===== src/rtl/aes_spi_frontend_if.sv =====
`default_nettype none
// ============================================================================
// Module   : aes_spi_frontend_if
// Purpose  : SPI bus between the Raspberry Pi master and the AES front-end.
// Signals  : r_sclk  - SPI clock, mode 0 (master -> slave)
//            r_mosi  - serial data in, MSB first (master -> slave)
//            r_ce    - frame enable, active-high (master -> slave)
//            r_miso  - serial data out, MSB first (slave -> master)
// Revision : 1.0 - initial release
// ============================================================================
interface aes_spi_frontend_if;
    logic r_sclk;
    logic r_mosi;
    logic r_ce;
    logic r_miso;

    modport master (output r_sclk, output r_mosi, output r_ce, input r_miso);
    modport slave  (input r_sclk, input r_mosi, input r_ce, output r_miso);
endinterface
`default_nettype wire


===== src/rtl/aes_spi_frontend.sv =====
`default_nettype none
// ============================================================================
// Module   : aes_spi_frontend
// Purpose  : SPI command front-end for the AES accelerator. All SPI lines are
//            oversampled in the clk domain. A command byte selects load key
//            (0x01), load plaintext + start (0x02), read cyphertext (0x03) or
//            read status (0x04).
// Ports    : clk, reset_n       - system clock, async active-low reset
//            spi (slave)        - r_sclk / r_mosi / r_ce in, r_miso out
//            key, plaintext     - registers driven to the AES core
//            start              - one-cycle encryption start pulse
//            core_busy          - core is encrypting
//            core_done          - one-cycle pulse, cyphertext valid
//            cyphertext         - core result
//            done               - result held, no newer start issued
// Revision : 1.0 - initial release
// ============================================================================
module aes_spi_frontend #(
    parameter int KEY_BITS    = 128,
    parameter int SYNC_STAGES = 2
) (
    input  logic                clk,
    input  logic                reset_n,
    aes_spi_frontend_if.slave   spi,
    output logic [KEY_BITS-1:0] key,
    output logic [127:0]        plaintext,
    output logic                start,
    input  logic                core_busy,
    input  logic                core_done,
    input  logic [127:0]        cyphertext,
    output logic                done
);

    typedef enum logic [2:0] {
        ST_IDLE   = 3'd0,
        ST_CMD    = 3'd1,
        ST_KEY_RX = 3'd2,
        ST_PT_RX  = 3'd3,
        ST_CT_TX  = 3'd4,
        ST_ST_TX  = 3'd5,
        ST_IGNORE = 3'd6
    } state_t;

    localparam logic [8:0] C_LAST_BYTE = 9'd7;
    localparam logic [8:0] C_LAST_BLK  = 9'd127;
    localparam logic [8:0] C_LAST_KEY  = 9'(KEY_BITS - 1);

    // ------------------------------------------------------------------
    // Reset: asserted asynchronously, released on a clock edge
    // ------------------------------------------------------------------
    logic [1:0] rst_sync_q;
    logic       w_rst_n;

    always_ff @(posedge clk or negedge reset_n) begin
        if (!reset_n) rst_sync_q <= 2'b00;
        else          rst_sync_q <= {rst_sync_q[0], 1'b1};
    end
    assign w_rst_n = rst_sync_q[1];

    // ------------------------------------------------------------------
    // Input synchronisers; bit 0 is the newest sample
    // ------------------------------------------------------------------
    logic [SYNC_STAGES-1:0] sclk_sync_q;
    logic [SYNC_STAGES-1:0] mosi_sync_q;
    logic [SYNC_STAGES-1:0] ce_sync_q;

    always_ff @(posedge clk or negedge w_rst_n) begin
        if (!w_rst_n) begin
            sclk_sync_q <= '0;
            mosi_sync_q <= '0;
            ce_sync_q   <= '0;
        end else begin
            sclk_sync_q <= {sclk_sync_q[SYNC_STAGES-2:0], spi.r_sclk};
            mosi_sync_q <= {mosi_sync_q[SYNC_STAGES-2:0], spi.r_mosi};
            ce_sync_q   <= {ce_sync_q[SYNC_STAGES-2:0], spi.r_ce};
        end
    end

    logic w_sclk_rise, w_sclk_fall, w_ce_rise, w_ce_fall, w_mosi;
    assign w_sclk_rise =  sclk_sync_q[SYNC_STAGES-2] & ~sclk_sync_q[SYNC_STAGES-1];
    assign w_sclk_fall = ~sclk_sync_q[SYNC_STAGES-2] &  sclk_sync_q[SYNC_STAGES-1];
    assign w_ce_rise   =  ce_sync_q[SYNC_STAGES-2]   & ~ce_sync_q[SYNC_STAGES-1];
    assign w_ce_fall   = ~ce_sync_q[SYNC_STAGES-2]   &  ce_sync_q[SYNC_STAGES-1];
    // Oldest mosi sample: data has been stable since the previous sclk fall,
    // which is many clk cycles earlier given the clk/8 sclk limit.
    assign w_mosi      = mosi_sync_q[SYNC_STAGES-1];

    // ------------------------------------------------------------------
    // State and datapath registers
    // ------------------------------------------------------------------
    state_t              state_q, state_d;
    logic [8:0]          cnt_q, cnt_d;
    logic [KEY_BITS-1:0] rx_q, rx_d;
    logic [127:0]        tx_q, tx_d;
    logic                miso_q, miso_d;
    logic [KEY_BITS-1:0] key_q, key_d;
    logic [127:0]        pt_q, pt_d;
    logic [127:0]        ct_q, ct_d;
    logic                start_q, start_d;
    logic                done_q, done_d;
    logic                key_valid_q, key_valid_d;
    logic                ct_valid_q, ct_valid_d;
    logic                err_q, err_d;

    always_ff @(posedge clk or negedge w_rst_n) begin
        if (!w_rst_n) begin
            state_q     <= ST_IDLE;
            cnt_q       <= '0;
            rx_q        <= '0;
            tx_q        <= '0;
            miso_q      <= 1'b0;
            key_q       <= '0;
            pt_q        <= '0;
            ct_q        <= '0;
            start_q     <= 1'b0;
            done_q      <= 1'b0;
            key_valid_q <= 1'b0;
            ct_valid_q  <= 1'b0;
            err_q       <= 1'b0;
        end else begin
            state_q     <= state_d;
            cnt_q       <= cnt_d;
            rx_q        <= rx_d;
            tx_q        <= tx_d;
            miso_q      <= miso_d;
            key_q       <= key_d;
            pt_q        <= pt_d;
            ct_q        <= ct_d;
            start_q     <= start_d;
            done_q      <= done_d;
            key_valid_q <= key_valid_d;
            ct_valid_q  <= ct_valid_d;
            err_q       <= err_d;
        end
    end

    // One shifter serves both the command byte (low 8 bits) and the payload.
    logic [KEY_BITS-1:0] w_rx_shift;
    assign w_rx_shift = {rx_q[KEY_BITS-2:0], w_mosi};

    always_comb begin
        state_d     = state_q;
        cnt_d       = cnt_q;
        rx_d        = rx_q;
        tx_d        = tx_q;
        miso_d      = miso_q;
        key_d       = key_q;
        pt_d        = pt_q;
        ct_d        = ct_q;
        start_d     = 1'b0;
        done_d      = done_q;
        key_valid_d = key_valid_q;
        ct_valid_d  = ct_valid_q;
        err_d       = err_q;

        if (w_sclk_rise) begin
            rx_d  = w_rx_shift;
            cnt_d = cnt_q + 9'd1;
        end

        if (w_sclk_fall && (state_q == ST_CT_TX || state_q == ST_ST_TX)) begin
            miso_d = tx_q[127];
            tx_d   = {tx_q[126:0], 1'b0};
        end

        // Capture runs regardless of the SPI state; a CT_TX in flight keeps
        // shifting its own snapshot in tx_q.
        if (core_done) begin
            ct_d       = cyphertext;
            ct_valid_d = 1'b1;
            done_d     = 1'b1;
        end

        if (w_ce_fall) begin
            // Abort has priority over any commit on the same strobe.
            state_d = ST_IDLE;
        end else begin
            case (state_q)
                ST_IDLE: begin
                    if (w_ce_rise) state_d = ST_CMD;
                end
                ST_CMD: begin
                    if (w_sclk_rise && cnt_q == C_LAST_BYTE) begin
                        case (w_rx_shift[7:0])
                            8'h01: state_d = ST_KEY_RX;
                            8'h02: state_d = ST_PT_RX;
                            8'h03: begin
                                state_d = ST_CT_TX;
                                tx_d    = ct_q;
                            end
                            8'h04: begin
                                state_d = ST_ST_TX;
                                // Registered flags: a same-cycle capture is
                                // not yet visible here.
                                tx_d    = {4'b0000, err_q, core_busy, ct_valid_q,
                                           key_valid_q, 120'd0};
                                err_d   = 1'b0;
                            end
                            default: begin
                                state_d = ST_IGNORE;
                                err_d   = 1'b1;
                            end
                        endcase
                    end
                end
                ST_KEY_RX: begin
                    if (w_sclk_rise && cnt_q == C_LAST_KEY) begin
                        key_d       = w_rx_shift;
                        key_valid_d = 1'b1;
                        state_d     = ST_IGNORE;
                    end
                end
                ST_PT_RX: begin
                    if (w_sclk_rise && cnt_q == C_LAST_BLK) begin
                        if (key_valid_q && !core_busy) begin
                            pt_d       = w_rx_shift[127:0];
                            start_d    = 1'b1;
                            done_d     = 1'b0;
                            ct_valid_d = 1'b0;
                        end else begin
                            err_d = 1'b1;
                        end
                        state_d = ST_IGNORE;
                    end
                end
                // Leave a TX state only after the master has sampled the last
                // bit, i.e. on the rising strobe that follows the final shift.
                ST_CT_TX: begin
                    if (w_sclk_rise && cnt_q == C_LAST_BLK) state_d = ST_IGNORE;
                end
                ST_ST_TX: begin
                    if (w_sclk_rise && cnt_q == C_LAST_BYTE) state_d = ST_IGNORE;
                end
                default: ;
            endcase
        end

        if (state_d != state_q) cnt_d = '0;

        if (state_d != ST_CT_TX && state_d != ST_ST_TX) miso_d = 1'b0;
    end

    assign spi.r_miso = miso_q;
    assign key        = key_q;
    assign plaintext  = pt_q;
    assign start      = start_q;
    assign done       = done_q;

endmodule
`default_nettype wire


===== src/flat_wrapper.sv =====
// flat-port wrapper written by rule: the top's interface ports become plain ports
module aes_spi_frontend_flat 
#(
    parameter int KEY_BITS    = 128,
    parameter int SYNC_STAGES = 2
)
  (clk, reset_n, key, plaintext, start, core_busy, core_done, cyphertext, done, spi_r_sclk, spi_r_mosi, spi_r_ce, spi_r_miso);
  aes_spi_frontend_if spi_i ();
  input  logic clk;
  input  logic reset_n;
  output logic [KEY_BITS-1:0] key;
  output logic [127:0] plaintext;
  output logic start;
  input  logic core_busy;
  input  logic core_done;
  input  logic [127:0] cyphertext;
  output logic done;
  input wire logic [$bits(spi_i.r_sclk)-1:0] spi_r_sclk;
  input wire logic [$bits(spi_i.r_mosi)-1:0] spi_r_mosi;
  input wire logic [$bits(spi_i.r_ce)-1:0] spi_r_ce;
  output wire logic [$bits(spi_i.r_miso)-1:0] spi_r_miso;
  assign spi_i.r_sclk = spi_r_sclk;
  assign spi_i.r_mosi = spi_r_mosi;
  assign spi_i.r_ce = spi_r_ce;
  assign spi_r_miso = spi_i.r_miso;
  aes_spi_frontend #(.KEY_BITS(KEY_BITS), .SYNC_STAGES(SYNC_STAGES)) u_core (.clk(clk), .reset_n(reset_n), .spi(spi_i), .key(key), .plaintext(plaintext), .start(start), .core_busy(core_busy), .core_done(core_done), .cyphertext(cyphertext), .done(done));
endmodule

===== config.mk =====
export PLATFORM = sky130hd
export DESIGN_NAME = aes_spi_frontend_flat
export DESIGN_NICKNAME = d
export VERILOG_FILES = /design/src/rtl/aes_spi_frontend_if.sv /design/src/rtl/aes_spi_frontend.sv /design/src/flat_wrapper.sv
export SDC_FILE = /design/constraint.sdc
export NUM_CORES = 1
export LEC_CHECK = 0
export CAP_MARGIN = 5
export CORE_ASPECT_RATIO = 1.5
export CORE_UTILIZATION = 55
export CTS_CLUSTER_SIZE = 40
export DETAILED_ROUTE_END_ITERATION = 8
export PLACE_DENSITY = 0.86
export SETUP_SLACK_MARGIN = 0.15
export SLEW_MARGIN = 15
export SYNTH_ARGS = -nofsm -noshare
export SYNTH_HDL_FRONTEND = slang
export SYNTH_SLANG_ARGS = --single-unit

===== constraint.sdc =====
create_clock -name clk -period 40.5 [get_ports clk]
set_clock_uncertainty 0.2 [all_clocks]
set_input_delay 6.075 -clock clk [delete_from_list [all_inputs] [get_ports clk]]
set_output_delay 6.075 -clock clk [all_outputs]
set_load 0.02 [all_outputs]

==> results.json, run 1 <==
{
  "status": "finished clean",
  "clock_sinks": 665,
  "irDropWorstVdd_mv": 0.0350,
  "max_freq_mhz": 115,
  "clk_path_buf_depth": 3,
  "drtIter0Drc": 907,
  "cts_hold_buf": 0,
  "final_cell_area_um2": 32800,
  "htree_levels": 2,
  "avgSynthCellArea_um2": 12.9,
  "p_sw_share_pct": 22.2,
  "core_um2": 47000,
  "cts_root_buf": "clkbuf_16",
  "placed_cell_area_um2": 30700,
  "start_util_pct": 56.1,
  "dpl.hpwl_um": 37500,
  "wl_per_cell_um": 20.0,
  "ys_types": 45,
  "rsz0062_at_grt": "false",
  "synthFlopType": "dfrtp_1",
  "drive_gt1_share_pct": 20.8,
  "power_density_nw_per_um2": 40.7,
  "gp_congestion": 0.794,
  "slew_violations": 0,
  "syn_area_um2": 26400,
  "regArea_um2": 16600,
  "netlist_instances": 2047,
  "finalHoldViolCount": 0,
  "post-route-drc-count": 0,
  "seqPwrFrac_pct": 52.4,
  "fin_util_pct": 69.7,
  "power_leakage_uw": 0.0151,
  "worst_path_most_repeated_cell": "buf_4",
  "die_height_um": 270,
  "detail-route-antenna-nets": 0,
  "cp-start-kind": "primary input",
  "vias_per_cell": 5.57,
  "slowest_stage": "buf_4",
  "synth_top_cell_by_area": "dfrtp_1",
  "wirelength_um": 60500,
  "grt_pass1_vias": 18000,
  "cts_buffers": 59,
  "p_sw_uw": 296,
  "antenna_found_initial": 2,
  "overflow": 0,
  "cts_resized": 0,
  "cp-end-kind": "register",
  "layout.nets": 2525,
  "crit_type": "primary input to register",
  "grt_max_degree": 257,
  "crit_chain": "clkdlybuf4s50_1 -> nand2b_1 -> nor3_2 -> buf_4 -> buf_4 -> mux2_2",
  "fin_crit_ns": 8.69,
  "row_count": 97,
  "ys_warn_count": 0,
  "synth_most_common_cell": "dfrtp_1",
  "drt-pass1-iter-count": 5,
  "cts_tree": "yes",
  "synthTopCellsByArea": "dfrtp_1 63%, mux2_2 16%, nand2_1 7.2%",
  "cts_setup_buffers": 0,
  "num_io_pins": 394,
  "hold_class": "register to register",
  "n_fill_cell": 3141,
  "async_reset_ff_share_pct": 100,
  "grt_pass1_wl_um": 96600,
  "multi_input_area_um2": 9170,
  "finalCritPeriodShare_pct": 21.5,
  "cp.arrival_ns": 9.01,
  "synth_edf_count": 0,
  "setup_violations": 0,
  "ys_ff_latch": 665,
  "tns_ns": 0,
  "synthDominantCellAreaShare_pct": 63.1,
  "synthesis.nets": 2183,
  "max_stage_delay_ns": 0.84,
  "syn2layout_area_growth_pct": 24.2,
  "insertion_delay_ns": 0.63,
  "p_clk_share_pct": 43.0,
  "tightest_slew_ns": 1.09,
  "max_slew_margin_pct": 27.3,
  "vias": 16900,
  "power.internal_uw": 1040,
  "clkTransAtPathRegs_ns": 0.07,
  "p_comb_share_pct": 4.6,
  "maxCapViolations": 0,
  "crit_fanout": 67,
  "worstPathRequired_ns": 40.81,
  "yosysSeqAreaShare_pct": 63.1,
  "numPortBuffers": 393,
  "track_usage_pct": 24.7,
  "synthTopCellsByCount": "665 x dfrtp_1, 509 x nand2_1, 384 x mux2_2",
  "die_x_um": 181,
  "dieArea_um2": 48800
}
flip-flops by register name, indices dropped and copies added (netlist names):
name	flops
u_core.ct_valid_q	1
u_core.sclk_sync_q	2
u_core.mosi_sync_q	2
u_core.err_q	1
u_core.spi.r_miso	1
u_core.start	1
u_core.ce_sync_q	2
u_core.ct_q	128
u_core.key_valid_q	1
u_core.key	128
u_core.rst_sync_q	2
u_core.state_q	3
u_core.done	1
u_core.cnt_q	9
u_core.plaintext	128
u_core.tx_q	128
u_core.rx_q	127
worst paths after layout:
path | slack (ns) | endpoint | cells after the start | start
max | 31.81 | u_core.plaintext[77] | 6 | core_busy
min | 0.16 | u_core.rst_sync_q[1] | 0 | u_core.rst_sync_q[0]
max reg2reg | 36.56 | u_core.plaintext[77] | 8 | u_core.cnt_q[0]
min reg2reg | 0.16 | u_core.rst_sync_q[1] | 0 | u_core.rst_sync_q[0]
max in group asynchronous | 34.56 | u_core.rst_sync_q[1] | 1 | reset_n
min in group asynchronous | 0.29 | u_core.key[81] | 0 | u_core.rst_sync_q[1]
power groups by stage:
stage	clock, uW	sequential [uW]	combinational [uW]
after global placement	0	708	58.3
after floorplan	0	713	30.6
after CTS	583	698	61.7
after detailed placement	0	710	61.4
after global routing	609	700	67.8
final	573	697	61.0
area by class of cell:
type                            instances  area share [%]
Antenna cell                            1         0.00764
Clock buffer                           85            5.17
Clock inverter                         22           0.871
Inverter                                4          0.0458
Multi-Input combinational cell       1246            28.0
Sequential cell                       665            50.8
Tap cell                              594            2.27
Timing Repair Buffer                  413            12.8
through the flow:
stage	cells	setup WS (ns)	hold slack (ns)	power, uW
floorplan	2047	20.39	0.131	744
global placement	2919	31.23	0.138	767
detailed placement	2919	31.23	0.145	771
CTS	3026	31.90	0.168	1340
global route	3030	31.72	0.171	1380
finish	3030	31.81	0.160	1330
layer usage:
layer,routed length (um),track usage [%],part of all wire (%),vias up
met2,30600,42.2,51,456
met5,11,0,0.018,-
met3,4780,8.13,7.9,110
li1,-,-,-,7706
met1,23100,28.9,38,8592
met4,2000,8.95,3.3,2
logic make-up after synthesis:
logic type	share of synthesized area [%]
flops	63.1
simple gates	8.84
mux	21.3
compound gates	4.09
buf+inv	2.27
xor+xnor	0.332
fa+ha+maj	0.0474
other cells	0.0142
cell usage in the layout, fill, tap and decap left out, types with 2 or more instances in the layout:
cell type        count
clkinv_2            11
nand4_1              3
a21o_1               2
nor2b_1              3
bufinv_16            5
mux2_2             384
mux2i_1            129
a211oi_1             2
nand3_1              6
a221o_1              4
nor2_1              13
clkdlybuf4s50_1    392
buf_16               3
nand2_1            509
nand2b_1             5
dfrtp_1            664
inv_1                4
xnor2_1              6
nor3_1              17
buf_12               4
nor4_1               6
clkbuf_16           59
clkbuf_1            14
nor4b_1              2
buf_4               14
o31ai_1            123
a22oi_1              2
clkbuf_8            12
inv_6                2
nor4_4               2
xor2_1               4
worst max-delay path: cells and delay by family:
kind	cells	cell delay (ns)
mux	1	0.42
buf+inv	3	2.00
simple gates	2	0.29
(Power assumes the default switching activity.)
==> run 2: changes to the inputs <==
--- a/config.mk
+++ b/config.mk
@@ -7,10 +7,10 @@
 export LEC_CHECK = 0
 export CAP_MARGIN = 5
 export CORE_ASPECT_RATIO = 1.5
-export CORE_UTILIZATION = 55
+export CORE_UTILIZATION = 54
 export CTS_CLUSTER_SIZE = 40
 export DETAILED_ROUTE_END_ITERATION = 8
-export PLACE_DENSITY = 0.86
+export PLACE_DENSITY = 0.85
 export SETUP_SLACK_MARGIN = 0.15
 export SLEW_MARGIN = 15
 export SYNTH_ARGS = -nofsm -noshare
==> constraint.sdc (replaced) <==
create_clock -name clk -period 8.4 [get_ports clk]
set_clock_uncertainty 0.2 [all_clocks]
set_input_delay 1.26 -clock clk [delete_from_list [all_inputs] [get_ports clk]]
set_output_delay 1.26 -clock clk [all_outputs]
set_load 0.02 [all_outputs]
==> results.json, run 2 (synthesis results as in run 1) <==
{
  "status": "finished clean",
  "start_util_pct": 55.0,
  "cts_hold_buf": 0,
  "finalCritPeriodShare_pct": 46.8,
  "fin_crit_ns": 3.94,
  "cp.arrival_ns": 4.22,
  "fin_util_pct": 68.5,
  "syn2layout_area_growth_pct": 24.6,
  "n_antenna_cell": 0,
  "drt-pass1-iter-count": 5,
  "num_io_pins": 394,
  "grt_max_degree": 257,
  "slew_violations": 0,
  "post-route-drc-count": 0,
  "tightest_slew_ns": 1.13,
  "m1WireLength_um": 22600,
  "cts_setup_buffers": 0,
  "layout.nets": 2522,
  "maxCapViolations": 0,
  "r2r-end": "u_core.plaintext[73]",
  "reg2regPathDepth": 8,
  "r2r_slack_ns": 4.46,
  "tns_ns": 0,
  "worstPathRequired_ns": 8.68,
  "drtIter0Drc": 1096,
  "row_count": 98,
  "detail-route-antenna-nets": 0,
  "wl_met3_um": 5070,
  "irDropWorstVdd_mv": 0.178,
  "htree_levels": 2,
  "finalHoldViolCount": 0,
  "crit_type": "register to register",
  "dpl.hpwl_um": 37400,
  "core_um2": 47900,
  "crit_fanout": 76,
  "max_freq_mhz": 254,
  "insertion_delay_ns": 0.60,
  "track_usage_pct": 24.2,
  "die_height_um": 273,
  "cp-start-kind": "register",
  "overflow": 0,
  "holdPathEnd": "u_core.mosi_sync_q[1]",
  "cts_buffers": 59,
  "antenna_found_initial": 2,
  "grt_pass1_wl_um": 96000,
  "die_x_um": 182,
  "gp_congestion": 0.826,
  "hold_path_startpoint": "u_core.mosi_sync_q[0]",
  "layout_commonest_cell": "dfrtp_1",
  "rsz0062_at_grt": "false",
  "cts_resized": 0,
  "power_leakage_uw": 0.0151,
  "dieArea_um2": 49700,
  "numPortBuffers": 393,
  "reg2reg_from": "u_core.cnt_q[0]",
  "dr_wl_met2_um": 30400,
  "cts_tree": "yes",
  "clock_sinks": 665,
  "setup_violations": 0,
  "cts_root_buf": "clkbuf_16",
  "vias_per_cell": 5.47,
  "drive_gt1_share_pct": 20.7,
  "cp-end-kind": "register",
  "max_slew_margin_pct": 24.7,
  "hold_class": "register to register",
  "grt_pass1_vias": 18100,
  "clkTransAtPathRegs_ns": 0.07,
  "wirelength_um": 60100,
  "clk_path_buf_depth": 3,
  "power_density_nw_per_um2": 197,
  "wl_per_cell_um": 19.5,
  "final_cell_mix": "664 x dfrtp_1, 509 x nand2_1, 392 x clkdlybuf4s50_1, 384 x mux2_2, 129 x mux2i_1",
  "vias": 16900,
  "highest_layer": "met5",
  "hold_depth": 0
}
-- run 2: cell types whose count changed in the layout (fill, tap and decap cells not counted), moves of 2 or more --
cell       previous run  this run
clkbuf_16            59        61
clkbuf_8             12        17
inv_6                 2         0
buf_4                14        11
buf_12                4         6
clkinv_2             11         7
buf_16                3         1
-- run 2: per-layer routing --
metal / track usage, % / up-vias
li1: - / 7684
met1: 27.6 / 8600
met2: 42.2 / 461
met3: 8.16 / 120
met4: 8.51 / 4
met5: 0 / -
-- run 2: how the worst max path moves through the flow --
stage,start,end
2_1_floorplan,u_core.rst_sync_q[1],u_core.ce_sync_q[0]
3_3_place_gp,core_busy,u_core.plaintext[73]
3_5_place_dp,core_busy,u_core.plaintext[73]
4_1_cts,u_core.cnt_q[0],u_core.plaintext[73]
5_1_grt,u_core.cnt_q[0],u_core.plaintext[73]
6_report,u_core.cnt_q[0],u_core.plaintext[73]
-- run 2: report_power, final --
group	total, uW	switching [uW]	internal [uW]
registers	3360	72.2	3290
clock network	2830	1160	1660
logic	295	150	145
total	6480	1390	5100
-- run 2: stage by stage --
| step | power [uW] | area, um2 | instances | hold WS [ns] | worst slack (ns) |
|---|---|---|---|---|---|
| CTS | 6550 | 32800 | 3080 | 0.156 | 4.42 |
| floorplan | 3580 | 26400 | 2047 | 0.131 | 1.77 |
| global route | 6700 | 32900 | 3082 | 0.171 | 4.21 |
| finish | 6480 | 32900 | 3082 | 0.149 | 4.46 |
| global placement | 3700 | 30800 | 2973 | 0.136 | 3.98 |
| detailed placement | 3720 | 30800 | 2973 | 0.137 | 3.90 |
-- run 2: area by class of cell --
| cell class | instances | area [um2] |
|---|---|---|
| sequential | 665 | 16600 |
| fill | 3212 | 15100 |
| multi-input combinational | 1246 | 9170 |
| timing repair buffer | 410 | 4150 |
| clock buffer | 93 | 1820 |
| tap | 650 | 813 |
| clock inverter | 14 | 235 |
| inverter | 4 | 15.0 |
-- run 2: critical path: stages, from the launching register on --
cell and delay [ns]:
dfrtp_1 0.38, ha_1 0.20, nand4b_1 0.14, nor3_1 0.45
nand2_1 0.13, nor3_2 0.19, buf_4 0.83, buf_4 0.78
mux2_2 0.42
==> run 3: changes to the inputs <==
==> constraint.sdc (replaced) <==
create_clock -name clk -period 3.8 [get_ports clk]
set_clock_uncertainty 0.2 [all_clocks]
set_input_delay 0.57 -clock clk [delete_from_list [all_inputs] [get_ports clk]]
set_output_delay 0.57 -clock clk [all_outputs]
set_load 0.02 [all_outputs]
==> results.json, run 3 (synthesis results as in run 1) <==
{
  "vias": 17200,
  "cts_resized": 0,
  "seqPwrFrac_pct": 50.2,
  "core_um2": 47900,
  "tightest_slew_ns": 0.954,
  "final_cells": 3114,
  "start_util_pct": 55.0,
  "maxCapViolations": 0,
  "drt-pass1-iter-count": 5,
  "cp.arrival_ns": 3.37,
  "drtIter0Drc": 1001,
  "gp_congestion": 0.836,
  "irDropWorstVdd_mv": 0.413,
  "worstPathRequired_ns": 4.10,
  "power_leakage_uw": 0.0154,
  "p_comb_share_pct": 4.6,
  "htree_levels": 2,
  "layout_commonest_cell": "dfrtp_1",
  "wl_per_cell_um": 20.3,
  "cp-end-kind": "register",
  "p_sw_uw": 3180,
  "finalHoldViolCount": 0,
  "die_x_um": 182,
  "finalCritPeriodShare_pct": 80.8,
  "status": "finished clean",
  "antenna_found_initial": 1,
  "layout.nets": 2550,
  "fin_crit_ns": 3.07,
  "max_slew_margin_pct": 36.4,
  "max_freq_mhz": 326,
  "track_usage_pct": 25.8,
  "grt_pass1_vias": 18600,
  "row_count": 98,
  "power_density_nw_per_um2": 443,
  "fin_util_pct": 69.7,
  "num_io_pins": 394,
  "vias_per_cell": 5.51,
  "tns_ns": 0,
  "dpl.hpwl_um": 40600,
  "cts_buffers": 59,
  "cts_root_buf": "clkbuf_16",
  "hold_path_startpoint": "u_core.mosi_sync_q[0]",
  "cp-start-kind": "register",
  "power.internal_uw": 11600,
  "grt_pass1_wl_um": 101000,
  "p_clk_share_pct": 45.2,
  "clk_path_buf_depth": 3,
  "insertion_delay_ns": 0.62,
  "reg2reg_from": "u_core.rx_q[4]",
  "grt_max_degree": 134,
  "cts_setup_buffers": 0,
  "setup_violations": 0,
  "cts_tree": "yes",
  "overflow": 0,
  "p_sw_share_pct": 21.5,
  "clkTransAtPathRegs_ns": 0.07,
  "rsz0062_at_grt": "false",
  "wirelength_um": 63100,
  "dpl.cell_count": 3002,
  "n_antenna_cell": 0,
  "worstSetupStartpoint": "u_core.rx_q[4]",
  "detail-route-antenna-nets": 0,
  "cts_hold_buf": 1,
  "drive_gt1_share_pct": 22.0,
  "pre_cts_ws_ns": 0.752,
  "crit_fanout": 73,
  "clock_sinks": 665,
  "dieArea_um2": 49700,
  "timing.final.ws_setup_ns": 0.730,
  "die_height_um": 273,
  "slew_violations": 0,
  "crit_type": "register to register",
  "post-route-drc-count": 0,
  "hold_slack_ns": 0.151,
  "numPortBuffers": 393,
  "final_cell_mix": "664 x dfrtp_1, 509 x nand2_1, 392 x clkdlybuf4s50_1, 384 x mux2_2, 129 x mux2i_1",
  "n_fill_cell": 3155,
  "syn2layout_area_growth_pct": 26.8,
  "hold_class": "register to register"
}
-- run 3: per-layer routing --
layer | global-route usage, % | wire, um | vias to the layer above
li1 | - | - | 7748
met1 | 29.9 | 23800 | 8804
met2 | 45.3 | 32600 | 480
met3 | 7.72 | 4720 | 128
met4 | 8.87 | 2060 | 2
met5 | 0 | 17 | -
-- run 3: power groups by stage --
stage | Sequential (uW) | Combinational (uW) | Clock, uW
2_1_floorplan | 7590 | 326 | 0
3_3_place_gp | 7560 | 665 | 0
3_5_place_dp | 7570 | 690 | 0
4_1_cts | 7440 | 698 | 6830
5_1_grt | 7460 | 757 | 7090
6_report | 7440 | 686 | 6690
-- run 3: area by class of cell --
type                            instances  area [um2]  share of cell area (%)
Sequential cell                       665       16600                    49.8
Inverter                                4        15.0                  0.0449
Timing Repair Buffer                  438        4550                    13.6
Tap cell                              650         813                    2.43
Multi-Input combinational cell       1246        9170                    27.4
Clock buffer                           88        1840                    5.50
Clock inverter                         23         393                    1.18
-- run 3: stage by stage --
stage	area, um2	total power [uW]
after CTS	33400	15000
after detailed placement	31200	8260
final	33400	14800
after global placement	31200	8220
after global routing	33400	15300
after floorplan	26400	7920
-- run 3: worst max-delay path, stage by stage (launching register included) --
cell and delay [ns]:
dfrtp_1 0.42, or4_1 0.62, or3_1 0.38, nor4_4 0.33, buf_12 0.31, buf_4 0.45, nand2_1 0.11, o31ai_1 0.10
-- run 3: path summary, 6_finish.rpt --
path                       slack (ns)  depth (start not counted)               endpoint
max                              0.73                          7        u_core.tx_q[78]
min                              0.15                          0  u_core.mosi_sync_q[1]
max reg2reg                      0.73                          7        u_core.tx_q[78]
min reg2reg                      0.15                          0  u_core.mosi_sync_q[1]
max in group asynchronous        1.98                          2        u_core.ct_q[99]
min in group asynchronous        0.27                          0        u_core.key[112]
